### config.mk
export PLATFORM = sky130hd
export DESIGN_NAME = mul_issue_ctrl
export DESIGN_NICKNAME = d
export VERILOG_FILES = /design/src/rtl/mul_issue_ctrl.sv
export SDC_FILE = /design/constraint.sdc
export NUM_CORES = 1
export LEC_CHECK = 0
export BUFFER_PORTS_ARGS = -buffer_cell sky130_fd_sc_hd__buf_4
export CAP_MARGIN = 20
export CORE_MARGIN = 5
export CORE_UTILIZATION = 53
export DETAILED_ROUTE_END_ITERATION = 16
export PLACE_DENSITY_LB_ADDON = 0.12
export SYNTH_ARGS = -nofsm -noshare
export SYNTH_HDL_FRONTEND = slang
export SYNTH_SLANG_ARGS = --single-unit
### constraint.sdc
create_clock -name clk -period 5.5 [get_ports clk]
set_clock_uncertainty 0.2 [all_clocks]
set_input_delay 0 -clock clk [delete_from_list [all_inputs] [get_ports clk]]
set_output_delay 0 -clock clk [all_outputs]
set_load 0.02 [all_outputs]
### src/rtl/mul_issue_ctrl.sv
// mul_issue_ctrl: issue/sequencing front-end for the RV32M multiplier.
// Accepts one multiply request, holds the operands for MUL_LATENCY cycles,
// captures the unsigned 64-bit product and turns it into the 32-bit result
// for mul/mulh/mulhsu/mulhu.
// Optional build macro: MUL_ZERO_FAST_EN (zero-operand requests skip the wait).
//
// Handshake: a request transfers on a posedge with req_valid & req_ready;
// a response transfers on a posedge with rsp_valid & rsp_ready. Once raised,
// rsp_valid and rsp_data stay stable until the transfer, a flush or a reset.
`timescale 1ns/1ps
module mul_issue_ctrl #(
    parameter int unsigned MUL_LATENCY = 2
) (
    input  logic        clk,
    input  logic        rst,
    input  logic        req_valid,
    output logic        req_ready,
    input  logic [2:0]  req_funct3,
    input  logic [31:0] req_rs1,
    input  logic [31:0] req_rs2,
    input  logic        flush,
    output logic [31:0] mul_rs1,
    output logic [31:0] mul_rs2,
    output logic [2:0]  mul_funct3,
    input  logic [63:0] mul_out,
    output logic        rsp_valid,
    input  logic        rsp_ready,
    output logic [31:0] rsp_data,
    output logic [1:0]  dbg_state
);

    typedef enum logic [1:0] {
        IDLE = 2'd0,
        WAIT = 2'd1,
        DONE = 2'd2
    } state_t;

    localparam logic [2:0] LAT_INIT = 3'(MUL_LATENCY);

    state_t      state_q;
    logic [2:0]  cnt_q;
    logic [31:0] a_q;
    logic [31:0] b_q;
    logic [2:0]  f3_q;
    logic        req_ready_q;
    logic        rsp_valid_q;
    logic [31:0] rsp_data_q;
    logic [31:0] result_d;
    logic        zero_op;

`ifdef MUL_ZERO_FAST_EN
    assign zero_op = (req_rs1 == 32'd0) || (req_rs2 == 32'd0);
`else
    assign zero_op = 1'b0;
`endif

    // The multiplier always runs unsigned; signed corrections are applied here.
    assign mul_funct3 = 3'b000;
    assign mul_rs1    = a_q;
    assign mul_rs2    = b_q;
    assign req_ready  = req_ready_q;
    assign rsp_valid  = rsp_valid_q;
    assign rsp_data   = rsp_data_q;
    assign dbg_state  = state_q;

    // Result select: high word of the unsigned product minus the signed corrections.
    always_comb begin
        logic [31:0] hi;
        logic [31:0] corr_a;
        logic [31:0] corr_b;
        hi     = mul_out[63:32];
        corr_a = a_q[31] ? b_q : 32'd0;
        corr_b = b_q[31] ? a_q : 32'd0;
        result_d = 32'd0;
        case (f3_q)
            3'b000:  result_d = mul_out[31:0];
            3'b001:  result_d = hi - corr_a - corr_b;
            3'b010:  result_d = hi - corr_a;
            3'b011:  result_d = hi;
            default: result_d = 32'd0;
        endcase
    end

    // Control FSM with registered handshake outputs and operand/result registers.
    always_ff @(posedge clk) begin
        if (rst) begin
            state_q     <= IDLE;
            cnt_q       <= 3'd0;
            a_q         <= 32'd0;
            b_q         <= 32'd0;
            f3_q        <= 3'd0;
            req_ready_q <= 1'b1;
            rsp_valid_q <= 1'b0;
            rsp_data_q  <= 32'd0;
        end else if (flush) begin
            // Flush wins over any accept or response transfer this cycle.
            state_q     <= IDLE;
            cnt_q       <= 3'd0;
            req_ready_q <= 1'b1;
            rsp_valid_q <= 1'b0;
        end else begin
            case (state_q)
                IDLE: begin
                    if (req_valid && req_ready_q) begin
                        a_q         <= req_rs1;
                        b_q         <= req_rs2;
                        f3_q        <= req_funct3;
                        req_ready_q <= 1'b0;
                        if (zero_op) begin
                            state_q     <= DONE;
                            rsp_valid_q <= 1'b1;
                            rsp_data_q  <= 32'd0;
                        end else begin
                            state_q <= WAIT;
                            cnt_q   <= LAT_INIT;
                        end
                    end
                end
                WAIT: begin
                    // Counter runs MUL_LATENCY..0 so capture lands MUL_LATENCY+1 cycles after accept.
                    if (cnt_q == 3'd0) begin
                        rsp_data_q  <= result_d;
                        rsp_valid_q <= 1'b1;
                        state_q     <= DONE;
                    end else begin
                        cnt_q <= cnt_q - 3'd1;
                    end
                end
                DONE: begin
                    if (rsp_ready) begin
                        rsp_valid_q <= 1'b0;
                        req_ready_q <= 1'b1;
                        state_q     <= IDLE;
                    end
                end
                default: begin
                    state_q     <= IDLE;
                    req_ready_q <= 1'b1;
                    rsp_valid_q <= 1'b0;
                end
            endcase
        end
    end

endmodule

# Yosys cells after proc, flatten, opt, wreduce, memory -nomap -nowiden
# Cells that the tools add are included.
[classes]
add_sub_neg = 3
multipliers = 0
div_mod_pow = 0
magnitude_cmp = 0
eq_ne = 9
n_shift = 0
mux = 16
n_bitwise = 3
n_reduce_logical = 12
[ops]
columns = ["cell", "n"]
rows = [
  ["$pmux 32 s4", 1],
  ["$mux 32", 2],
  ["$sub 32x32->32", 2],
  ["$reduce_and 3->1", 6],
  ["$ne 2x2->1 const B", 4],
  ["$eq 3x2->1 const B", 2],
  ["$logic_not 3->1", 2],
  ["$mux 2", 3],
  ["$mux 3", 2],
  ["$pmux 1 s3", 2],
  ["$pmux 2 s3", 1],
  ["$pmux 3 s2", 1],
  ["$mux 1", 4],
  ["$eq 3x1->1 const B", 1],
  ["$not 1->1", 3],
  ["$sub 3x1->3 const B", 1],
  ["$eq 2x1->1 const B", 1],
  ["$eq 2x2->1 const B", 1],
  ["$logic_not 2->1", 1],
  ["$reduce_bool 2->1", 1],
  ["$reduce_or 2->1", 1],
  ["$logic_and 1x1->1", 1],
]
[totals]
ff_bits = 106
latch_bits = 0
mem_bits_rw = 0
rom_bits = 0
memories = 0

# Longest topological paths before layout
[logic_depth]
ltp_word = 4
mapped_depth = 23

# Worst setup path before layout
# OpenSTA, ideal clock, no wires.
[synth_path]
path_kind = "reg-to-reg"
from = "register a_q[31] (netlist: mul_rs1[31])"
to = "register rsp_data_q[29] (netlist: rsp_data[29])"
setup_time_ps = 74
t_arrival_ps = 4666
required_time_ps = 5226
slack_ps = 560
path_stages_with_launch = 22
path_buffers = 3
synth_period_minus_slack_ps = 4940
cell_sequence = "dfxtp_1 clkbuf_1 clkbuf_1 nand2_1 ha_1 a21o_1 or3_4 o221ai_4 or2b_1 a21oi_1 xnor2_1 ha_1 buf_2 and3_1 nand3_1 a211o_1 a31o_2 a211o_1 nand2_1 nor4_1 or4_1 a31oi_1"
[synth_via]
elab_chain_cells = 4
[synth_rtl]
columns = ["element", "line_no", "rtl"]
rows = [
  ["start, declared", "42", "logic [31:0] a_q;"],
  ["start signal, assigned", "105", "a_q <= req_rs1;"],
  ["$mux 32 *", "72", "corr_a = a_q[31] ? b_q : 32'd0;"],
  ["$sub 32x32->32 *", "77, 78", ""],
  ["$sub 32x32->32", "77", "3'b001: result_d = hi - corr_a - corr_b;"],
  ["$pmux 32 s4 *", "75", "case (f3_q)"],
  ["end signal, assigned", "122", "rsp_data_q <= result_d;"],
  ["end, declared", "47", "logic [31:0] rsp_data_q;"],
]
# Mark *: on every way between the ends. The rest lies on a longest branch, timed or not.
# A chain may end at the register's enable or synchronous reset.

# Worst setup path in the final report
[layout_path]
from = "register a_q[31] (netlist: mul_rs1[31])"
to = "register rsp_data_q[14] (netlist: rsp_data[14])"
# Same word-level chain as after synthesis.

==> run summary <==
Seq pwr share - 0.347
GPL Wtd Cong - 0.967
DRC - 0
Wirelength per Cell - 20.6 microns
Startpoint types - flop
Rows - 44
DRT Wirelength - 32,700 microns
Synth Area in XOR/XNOR - 0.0637
Die area - 0.0173 sq mm
Pwr Density - 210 mW/mm^2
Final Net Count - 1,602
Most frequent cells in the layout - nand2_1, buf_4, dlygate4sd3_1
Area leader, netlist - dfxtp_1
Worst Path Max Fanout - 12
Rel. slew slack - 0.301
TritonCTS Buffers - 9
Core box area - 0.0145 sq mm
Top Metal Used - met4
Layout cells sized above 1 - 0.204
I/O Pins - 239
Placed cells - 1,427
Slew Viols, Final - 0
Final cycle utilization of the critical path - 0.951
Finished Layout Cells - 1,589
Final Hold Vio Count - 0
Synth Register Bits - 106
WP data required - 5.55 ns
Post-synth EDFFs - 0
Vias per cell - 6.10
M1 WL - 13,400 microns
Setup CP Type - reg -> reg
# port buffers - 235
First-pass GRT wire length - 50,400 microns
GR Overflow Total - 0
Largest family of logic cells by synthesized area - compound AO/OA/AOI/OAI gates
Synth Cell Area - 0.00784 sq mm
Number of global-route vias before repair - 9,393
Area share of and/or/nand/nor cells after synthesis - 0.218
CTS Root Buffer Type - clkbuf_16
Max cap viols - 0
Sink Count - 106
Met3 wire len - 3890 microns
Max Root-Sink Buffers - 2
Leak pwr - 4.76 nW
Largest net degree at the start of global routing - 93
Internal Power - 1.54 mW
Starting DRT DRC Count - 1,062
Placed Instance Area - 0.00970 sq mm
Warnings from Yosys - 0
Post-layout min period - 5.23 ns
Mux cell area share after synthesis - 0.0152
CTS tree - done
Dominant synthesized flop cell - dfxtp_1
Setup Buffers After CTS - 0
Crit end category - flop
Switching Share - 0.360
Adder-cell share of the synthesized area - 0.109
Initial antenna violation count - 0
Asr flop ratio synth - 0
Die height - 132 microns
Syn Inst Count - 1,056
Clock share of power - 0.281
Unrepaired setup endpoints after global routing - no
Die Wd - 132 microns
Metal2 WL - 14,500 microns
Clock slew at reported path FFs - 0.08 ns
Peak supply drop - 0.196 mV
Starting Density - 0.540
Synthesized area per cell - 7.43 sq um
Final setup viols - 0
HP Class - in -> reg
Combinational share of power - 0.372
GRT Overall Usage - 0.356
Top post-synthesis cells by area - dfxtp_1, nand2_1, ha_1
Slew @ Worst Pin - 1.04 ns
Setup TNS - 0 ns
Synth-to-layout area growth - 46.2%
Switching power - 0.868 mW
Finished layout cell area - 0.0115 sq mm
Compound-cell area share of the yosys netlist - 0.283
Routed Antenna Nets - 0
Outcome - completed
CP arrival - 5.29 ns
DP HPWL - 22,300 microns
Netlist cell types - 73
Drt pass-1 iters - 5
Post-synthesis sequential area ratio - 0.271
Fillers - 985
H-Tree Depth - 3
Yosys top cell area share - 0.271
Worst skew pair latency - 0.37 ns
Maximum clock frequency - 191 MHz
Via Count - 9,690
-- cell type report --
cell class,instances,area (sq um),share of cell area
inverter,20,75.1,0.00655
antenna,1,2.50,0.000218
timing repair buffer,391,3300,0.288
tap,184,230,0.0201
sequential,106,2120,0.185
clock buffer,10,239,0.0209
multi-input combinational,871,5430,0.474
clock inverter,6,63.8,0.00557
-- stage by stage --
step / worst slack (ns) / util / hold WS (ns) / power [mW]
after floorplan: 0.560 / - / -0.0640 / 1.36
after global placement: 0.450 / 0.668 / 0.0468 / 1.62
after detailed placement: 0.348 / 0.668 / 0.0534 / 1.62
after CTS: 0.173 / 0.788 / 0.00604 / 2.37
after global routing: 0.00729 / 0.788 / 0.0289 / 2.50
final: 0.269 / 0.789 / 0.0305 / 2.41
-- worst paths after layout --
kind	start	endpoint	slack, ns	cells after the start
max	mul_rs1[31]	rsp_data[14]	0.27	17
min	mul_out[15]	rsp_data[15]	0.03	4
max reg2reg	mul_rs1[31]	rsp_data[14]	0.27	17
min reg2reg	rsp_data[21]	rsp_data[21]	0.27	2
-- layer usage --
metal,up-vias,global-route usage
met1,4503,0.474
met3,72,0.107
met4,0,0.114
met5,-,0
li1,4455,-
met2,660,0.554
-- critical path, stage by stage (launching register included) --
cell and delay, ns:
dfxtp_2 0.46, nand2_1 0.09, ha_1 0.37, a21o_1 0.22
or3_4 0.35, o221ai_4 0.21, or2b_1 0.26, a21oi_1 0.19
xnor2_1 0.20, ha_1 0.36, a21oi_1 0.18, o21ai_0 0.12
a31oi_1 0.28, nand2_1 0.17, xor2_1 0.18, mux4_2 0.48
dlygate4sd3_1 0.60, a22o_1 0.20
-- flip-flops by register name, summed over array words and instances (netlist names) --
| register | flops |
|---|---|
| cnt_q | 3 |
| f3_q | 3 |
| req_ready | 1 |
| mul_rs1 | 32 |
| rsp_data | 32 |
| rsp_valid | 1 |
| mul_rs2 | 32 |
| dbg_state | 2 |
-- Yosys cell counts, types with 13 or more instances --
| library cell | n |
|---|---|
| nand2_1 | 246 |
| a21oi_1 | 139 |
| dfxtp_1 | 106 |
| ha_1 | 65 |
| clkbuf_1 | 56 |
| nor2_1 | 52 |
| o21ai_0 | 48 |
| xnor2_1 | 39 |
| a21o_1 | 30 |
| nor3_1 | 21 |
| inv_1 | 20 |
| xor2_1 | 18 |
| nand2b_1 | 14 |
| nand3_1 | 13 |
-- power by group through the flow --
| stage | registers, mW | clock network (mW) | logic, mW |
|---|---|---|---|
| floorplan | 0.873 | 0 | 0.485 |
| global placement | 0.849 | 0 | 0.773 |
| detailed placement | 0.850 | 0 | 0.774 |
| CTS | 0.832 | 0.676 | 0.860 |
| global route | 0.839 | 0.703 | 0.962 |
| finish | 0.836 | 0.677 | 0.895 |
-- logic make-up after synthesis --
| logic type | after synthesis |
|---|---|
| AOI/OAI and AO/OA | 342 |
| xor gates and xnor gates | 57 |
| adders and majority gates | 67 |
| buffers and inverters | 81 |
| DFF | 106 |
| muxes | 8 |
| other | 1 |
| and+or+nand+nor | 394 |
-- what timing repair did --
| item | CTS | global route |
|---|---|---|
| setup endpoints to repair | 0 | 6 |
| hold endpoints to repair | 106 | 0 |
| hold buffers | 145 | 0 |
| resized for setup | 0 | 2 |
Note: power is estimated with default switching activity, not from simulation.
